`src/rtl/msr_pkg.sv`:
```
// msr_pkg: shared types for the msr_seq shift/rotate sequencer.
//   msr_mode_e  : 3-bit operation code presented on the mode port.
//   msr_state_e : sequencer FSM state, also visible on msr_seq.dbg_state.
//   is_stepped(): true for the modes that move bits one step per clock.
package msr_pkg;

  typedef enum logic [2:0] {
    MODE_NOP   = 3'd0,
    MODE_LOAD  = 3'd1,
    MODE_CLEAR = 3'd2,
    MODE_ROR   = 3'd3,
    MODE_ROL   = 3'd4,
    MODE_SHR   = 3'd5,
    MODE_SHL   = 3'd6,
    MODE_ASR   = 3'd7
  } msr_mode_e;

  typedef enum logic {
    ST_IDLE = 1'b0,
    ST_RUN  = 1'b1
  } msr_state_e;

  // ROR..ASR are the only modes that take more than the accepting edge.
  function automatic logic is_stepped(input msr_mode_e m);
    return (m == MODE_ROR) || (m == MODE_ROL) || (m == MODE_SHR) ||
           (m == MODE_SHL) || (m == MODE_ASR);
  endfunction

endpackage

```
`src/rtl/msr_step.sv`:
```
// msr_step: combinational single-step shift/rotate function.
//   q         in  WIDTH : current register contents
//   mode      in  3     : operation code (only ROR..ASR change q)
//   serial_in in  1     : fill bit for SHR/SHL
//   next_q    out WIDTH : register contents after one 1-bit step
//   out_bit   out 1     : bit leaving the register on this step
module msr_step
  import msr_pkg::*;
#(
  parameter int WIDTH = 8
) (
  input  logic [WIDTH-1:0] q,
  input  msr_mode_e        mode,
  input  logic             serial_in,
  output logic [WIDTH-1:0] next_q,
  output logic             out_bit
);

  always_comb begin
    next_q  = q;
    out_bit = 1'b0;
    case (mode)
      MODE_ROR: begin
        next_q  = {q[0], q[WIDTH-1:1]};
        out_bit = q[0];
      end
      MODE_ROL: begin
        next_q  = {q[WIDTH-2:0], q[WIDTH-1]};
        out_bit = q[WIDTH-1];
      end
      MODE_SHR: begin
        next_q  = {serial_in, q[WIDTH-1:1]};
        out_bit = q[0];
      end
      MODE_SHL: begin
        next_q  = {q[WIDTH-2:0], serial_in};
        out_bit = q[WIDTH-1];
      end
      MODE_ASR: begin
        next_q  = {q[WIDTH-1], q[WIDTH-1:1]};
        out_bit = q[0];
      end
      default: begin
        next_q  = q;
        out_bit = 1'b0;
      end
    endcase
  end

endmodule

```
`src/rtl/msr_seq.sv`:
```
// msr_seq: multi-mode shift/rotate register with a step sequencer.
// One accepted command either completes on the accepting edge (NOP, LOAD,
// CLEAR, or any effective amount of 0) or runs one 1-bit step per clock
// for min(amount, WIDTH) clocks.
//
// Handshake: start is sampled only while idle (busy low). An accepted
// stepped command raises busy from the next cycle until its last step;
// every accepted command ends with done high for exactly one cycle, and a
// new start may be presented in that done cycle. start during busy is
// dropped, not queued.
//
// Ports:
//   clk        in  1     : rising-edge clock
//   rst        in  1     : asynchronous active-high reset
//   start      in  1     : command request
//   mode       in  3     : operation code (msr_mode_e)
//   amount     in  CNT_W : step count, saturates at WIDTH
//   load_data  in  WIDTH : parallel load value
//   serial_in  in  1     : fill bit for SHR/SHL, sampled every step
//   q          out WIDTH : register contents
//   serial_out out 1     : last bit shifted/rotated out
//   busy       out 1     : stepped command in progress
//   done       out 1     : one-cycle completion pulse
//   dbg_state  out 1     : current FSM state
module msr_seq
  import msr_pkg::*;
#(
  parameter int WIDTH = 8,
  parameter int CNT_W = $clog2(WIDTH) + 1
) (
  input  logic             clk,
  input  logic             rst,
  input  logic             start,
  input  logic [2:0]       mode,
  input  logic [CNT_W-1:0] amount,
  input  logic [WIDTH-1:0] load_data,
  input  logic             serial_in,
  output logic [WIDTH-1:0] q,
  output logic             serial_out,
  output logic             busy,
  output logic             done,
  output msr_state_e       dbg_state
);

  localparam logic [CNT_W-1:0] WIDTH_CNT = CNT_W'(WIDTH);
  localparam logic [CNT_W-1:0] ONE_CNT   = CNT_W'(1);

  msr_state_e       state;
  msr_mode_e        mode_in;
  msr_mode_e        mode_r;
  logic [CNT_W-1:0] cnt;
  logic [CNT_W-1:0] amt_eff;
  logic             immediate;
  logic [WIDTH-1:0] step_q;
  logic             step_bit;

  assign mode_in   = msr_mode_e'(mode);
  // More than WIDTH steps would only repeat work, so clamp the count.
  assign amt_eff   = (amount > WIDTH_CNT) ? WIDTH_CNT : amount;
  assign immediate = !is_stepped(mode_in) || (amt_eff == '0);
  assign dbg_state = state;

  // Steps use the latched mode so mode changes during RUN are ignored.
  msr_step #(.WIDTH(WIDTH)) u_step (
    .q         (q),
    .mode      (mode_r),
    .serial_in (serial_in),
    .next_q    (step_q),
    .out_bit   (step_bit)
  );

  always_ff @(posedge clk or posedge rst) begin
    if (rst) begin
      state      <= ST_IDLE;
      mode_r     <= MODE_NOP;
      cnt        <= '0;
      q          <= '0;
      serial_out <= 1'b0;
      busy       <= 1'b0;
      done       <= 1'b0;
    end else begin
      done <= 1'b0;
      case (state)
        ST_IDLE: begin
          if (start) begin
            if (immediate) begin
              case (mode_in)
                MODE_LOAD:  q <= load_data;
                MODE_CLEAR: q <= '0;
                default:    q <= q;
              endcase
              done <= 1'b1;
            end else begin
              mode_r <= mode_in;
              cnt    <= amt_eff;
              busy   <= 1'b1;
              state  <= ST_RUN;
            end
          end
        end
        ST_RUN: begin
          q          <= step_q;
          serial_out <= step_bit;
          cnt        <= cnt - ONE_CNT;
          if (cnt == ONE_CNT) begin
            busy  <= 1'b0;
            done  <= 1'b1;
            state <= ST_IDLE;
          end
        end
        default: state <= ST_IDLE;
      endcase
    end
  end

endmodule

```
`config.mk`:
```
export PLATFORM = sky130hd
export DESIGN_NAME = msr_seq
export DESIGN_NICKNAME = d
export VERILOG_FILES = /design/src/rtl/msr_pkg.sv /design/src/rtl/msr_step.sv /design/src/rtl/msr_seq.sv
export SDC_FILE = /design/constraint.sdc
export NUM_CORES = 1
export LEC_CHECK = 0
export CELL_PAD_IN_SITES_DETAIL_PLACEMENT = 0
export CELL_PAD_IN_SITES_GLOBAL_PLACEMENT = 2
export CORE_MARGIN = 5
export CORE_UTILIZATION = 41
export DETAILED_ROUTE_END_ITERATION = 7
export DONT_BUFFER_PORTS = 1
export PLACE_DENSITY_LB_ADDON = 0.25
export SYNTH_ARGS = -nofsm -noshare
export SYNTH_HDL_FRONTEND = slang
export SYNTH_HIERARCHICAL = 1
export SYNTH_SLANG_ARGS = --single-unit
```
`constraint.sdc`:
```
create_clock -name clk -period 4.5 [get_ports clk]
set_input_delay 0.9 -clock clk [delete_from_list [all_inputs] [get_ports clk]]
set_output_delay 0.9 -clock clk [all_outputs]
set_load 0.02 [all_outputs]
```
# Word level (Yosys, flattened, before mapping)
# Index checks and enable logic that the tools add are counted.
# Widths: inputs -> output; s select.
# totals
ff_bits,19
input_bits,19
out_inout_bits,12
elab_cells,69
# op_classes
addsub,1
n_lt_le_gt_ge,1
eq_ne,21
n_mux,22
bitwise_logic,2
n_reduce_logical,14
# op_table
cell,count
$pmux 8 s5,1
$pmux 8 s2,2
$eq 3x3->1 const B,8
$mux 8,2
$mux 4,3
$eq 3x2->1 const B,3
$mux 1,9
$ne 2x2->1 const B,4
$pmux 1 s2,4
$pmux 4 s2,1
$ne 6x1->1 const B,1
$reduce_and 3->1,2
$logic_or 1x1->1,5
$ne 5x1->1 const B,1
$reduce_and 5->1,1
$eq 4x1->1 const B,1
$gt 4x4->1 const B,1
$logic_not 4->1,1
$reduce_and 4->1,1
$sub 4x1->4 const B,1
$eq 3x1->1 const B,1
$ne 3x1->1 const B,1
$reduce_or 3->1,1
$ne 2x1->1 const B,1
other kinds (4),5

# Depth between registers and ports, before layout
# logic_depth
ltp_word,10
mapped_depth,6
mapped_depth_nobuf,5

# Cells and area by module
# The synthesis kept the hierarchy.
# modules_own_cells
mod,instances,cells_each,area_per_inst_um2,seq_area_each_um2
msr_seq,1,76,900.9,475.5
msr_step,1,43,331.6,0.0

# Worst setup path before layout
# OpenSTA, ideal clock, no wires.
# synth_timing
kind,input -> register
startpoint,input port serial_in
endpoint,register q[7]
setup_ns,0.126
arrival_ns,1.805
t_required_ns,4.374
setup_slack_ns,2.569
path_stages,5
n_path_buf,0
cell_sequence,a21o_2 > a221oi_1 > a311oi_1 > and2_1 > a221o_1
# synth_between
elab_chain_len,2
# synth_lines
element,line_no,rtl
from (decl),msr_seq.sv:37,"input logic serial_in,"
$pmux 8 s5,msr_step.sv:22,case (mode)
via step_q[7],msr_seq.sv:54,logic [WIDTH-1:0] step_q;
$pmux 8 s2,msr_seq.sv:83,case (state)
to (signal assigned),msr_seq.sv:88,MODE_LOAD: q <= load_data;
to (signal assigned),msr_seq.sv:90,default: q <= q;
to (signal assigned),msr_seq.sv:102,q <= step_q;
to (decl),msr_seq.sv:38,"output logic [WIDTH-1:0] q,"
# The timed path passes the listed nets, and every way through them passes these cells.
# A chain may end at the register's enable or synchronous reset.

# Final worst setup path
# layout_timing
startpoint,register state (netlist: dbg_state)
endpoint,register q[3]
# layout_between
elab_chain_len,3
word_cells_on_any_way,7
cone_classes,eq/ne (4); mux (1); bitwise (1); reduce/logical (1)
# layout_lines
element,line_no,rtl
from (decl),msr_seq.sv:48,msr_state_e state;
from (signal assigned),msr_seq.sv:74,state <= ST_IDLE;
from (signal assigned),msr_seq.sv:97,state <= ST_RUN;
from (signal assigned),msr_seq.sv:108,state <= ST_IDLE;
$not 1->1,--,
$ne 3x1->1 (no source line) / $ne 2x2->1 (equally long branches),--,
$reduce_and 4->1 (no source line),--,
# Parallel ways exist; a longest one is shown, timed or not.

==> results.yml <==
power:
  p_total_uw: 1090
  powerDensity_nw_per_um2: 863
  p_leak_uw: 0.000549
  vdd_drop_max_uv: 312
floorplanning:
  pin_count: 31
  dieHeight_um: 64.8
  die_w_um: 64.8
  start_util_pct: 43.6
  dieArea_um2: 4200
  coreArea_um2: 2830
  row_count: 19
worst_setup_path:
  r2r_slack_ns: 2.46
  cp.arrival_ns: 2.28
  r2r_end: "q[3]$_DFFE_PP0P_"
  worstPathCellList: "nand2b_1 -> nor4b_2 -> a221o_1"
  endpoint_kind: "register"
  max_stage_delay_ns: 0.78
  cp-start-kind: "register"
  cpMaxStageDelayCell: "nor4b_2"
  crit_type: "register to register"
  r2r_cells: 3
  worstPathRequired_ns: 4.74
  regToRegStartpoint: "dbg_state$_DFF_PP0_"
  worstPathMaxFanout: 13
clock_tree:
  path_clk_slew_ns: 0.11
  root_buffer: "clkbuf_4"
  ctsResizeCount: 0
  post_cts_buffers: 0
  cts_sinks: 19
  cts_buffers: 3
  h-tree-depth: 1
  clockBufferDepth: 2
  clock_latency_ns: 0.30
  cts_tree: "built"
  hold_buffers: 0
placed_design:
  placedInstanceArea_um2: 1240
  dp_hpwl_um: 2040
  gp_congestion: 0.772
  numPortBuffers: 0
  placed_cells: 146
final_layout:
  fin_nets: 141
  final_area_um2: 1270
  fill_cells: 279
  area_growth_pct: 2.84
  instances_no_fill: 150
  drive_gt1_share_pct: 17.6
  n_antenna_cell: 0
synth:
  synth_edf_count: 0
  ys_types: 38
  ys.flop_type: "dfrtp_1"
  yosys_warnings: 6
  async_flop_share_pct: 100
  yosysTopAreaCellShare_pct: 38.6
  syn-num-nets: 140
  ys_seq_area_share_pct: 38.6
  synth.largest_area_cell: "dfrtp_1"
  synth.avg_cell_area_um2: 10.4
  syn_area_um2: 1230
  synth_common_cells: "dfrtp_1 (19), nor2_1 (18), a221o_1 (11)"
  yosysMostFrequentCell: "dfrtp_1"
  netlist_top_cells_area: "dfrtp_1 (39%), a221o_1 (8.9%), mux2_4 (7.3%), nor2_1 (5.5%), and2_1 (4.1%)"
  synthCells: 119
  ys_ff_latch: 19
route:
  dr.pass1.iters: 4
  wirelength_um: 2870
  drt_first_iter_violations: 60
  antenna_left: 0
  wl_per_cell_um: 19.2
  vias: 927
  drcViolationCount: 0
  via_per_inst: 6.18
global_routing:
  grt_pass1_wl_um: 4770
  grt_use_total_pct: 14.6
  overflow: 0
  grt_max_degree: 20
  grt_pass1_vias: 939
  antenna_found_initial: 0
job:
  drv_cap: 0
min_path:
  holdPathStages: 1
  whs_endpoint: "cnt[1]$_DFFE_PP0P_"
  hold_path_class: "register to register"
  worstHoldStart: "cnt[1]$_DFFE_PP0P_"
sta:
  skew_ns: 0.00568
  setup_tns_ns: 0
  finalCriticalPeriod_ns: 2.04
  finalCritPeriodShare_pct: 45.3
  rsz0062_at_grt: "false"
  maxSlewHeadroom_pct: 40.0
  hold_violations: 0
  worst_pin_slew_ns: 0.898
  finalMaxSlewViolations: 0
  fmaxAchievable_mhz: 491
  setup_violations: 0
status:
  status: "finished clean"
cell families (layout without fill, tap and decap cells):
logic type                 Yosys count  after routing  share of synthesized area [%]
AOI/OAI and AO/OA                   33             33                           21.9
xor gates and xnor gates             2              2                           1.42
adders and majority gates            2              2                           2.03
buffers and inverters               10             10                           4.36
DFF                                 19             19                           38.6
muxes                               11             11                           11.8
and+or+nand+nor                     42             42                           19.9
critical path: cells and delay by family (launching register included):
kind,cells,cell delay (ns)
flip-flops,1,0.60
AO/OA/AOI/OAI,1,0.27
AND/OR/NAND/NOR,2,1.12
metal layers:
metal	global-route usage, %	share of wire (%)	wire length (um)
met1	19.8	48	1370
met2	21.5	44	1260
met3	5.01	7.5	215
met4	5.54	0.70	20
met5	0	0	0
worst max path at each step:
| stage | startpoint | endpoint | slack [ns] | cells after the start |
|---|---|---|---|---|
| 3_3_place_gp | start | q[6]$_DFFE_PP0P_ | 2.40 | 3 |
| 5_1_grt | dbg_state$_DFF_PP0_ | q[0]$_DFFE_PP0P_ | 2.33 | 3 |
| 3_5_place_dp | start | q[3]$_DFFE_PP0P_ | 2.35 | 3 |
| 2_1_floorplan | serial_in | q[7]$_DFFE_PP0P_ | 2.57 | 5 |
| 6_report | dbg_state$_DFF_PP0_ | q[3]$_DFFE_PP0P_ | 2.46 | 3 |
| 4_1_cts | dbg_state$_DFF_PP0_ | q[3]$_DFFE_PP0P_ | 2.43 | 3 |
placed cells by master (no fill, tap or decap), types with 2 or more instances in the layout:
cell / n
inv_1: 6
clkbuf_4: 3
o21a_1: 2
and2_1: 8
xnor2_1: 2
a221o_1: 11
nor2b_1: 4
ha_1: 2
o31a_1: 2
nor2_1: 18
mux2_2: 4
o22ai_1: 6
a21oi_1: 3
nor4b_2: 2
dfrtp_1: 19
mux2_4: 6
power breakdown:
part           internal (uW)  leakage [uW]  switching (uW)
sequential               255      0.000230             222
clock                   33.1     0.0000177            55.5
combinational            319      0.000301             208
total                    607      0.000549             486
final cells by class:
cell class                 instances  area [um^2]  area share (%)
sequential                        19          475            37.5
clock buffer                       3         22.5            1.78
multi-input combinational         90          703            55.5
inverter                           6         22.5            1.78
clock inverter                     1         5.00           0.395
tap                               31         38.8            3.06
sequential cells by signal (all words and copies together), names as in the netlist:
name,cells
done,1
busy,1
serial_out,1
dbg_state,1
mode_r,3
q,8
cnt,4
stage by stage:
stage	worst slack, ns	utilization, %	hold slack (ns)
detailed placement	2.35	43.8	0.531
global route	2.33	44.8	0.576
global placement	2.40	43.8	0.545
CTS	2.43	44.8	0.565
finish	2.46	44.8	0.561
floorplan	2.57	-	0.504
Note: power is estimated with default switching activity, not from simulation.
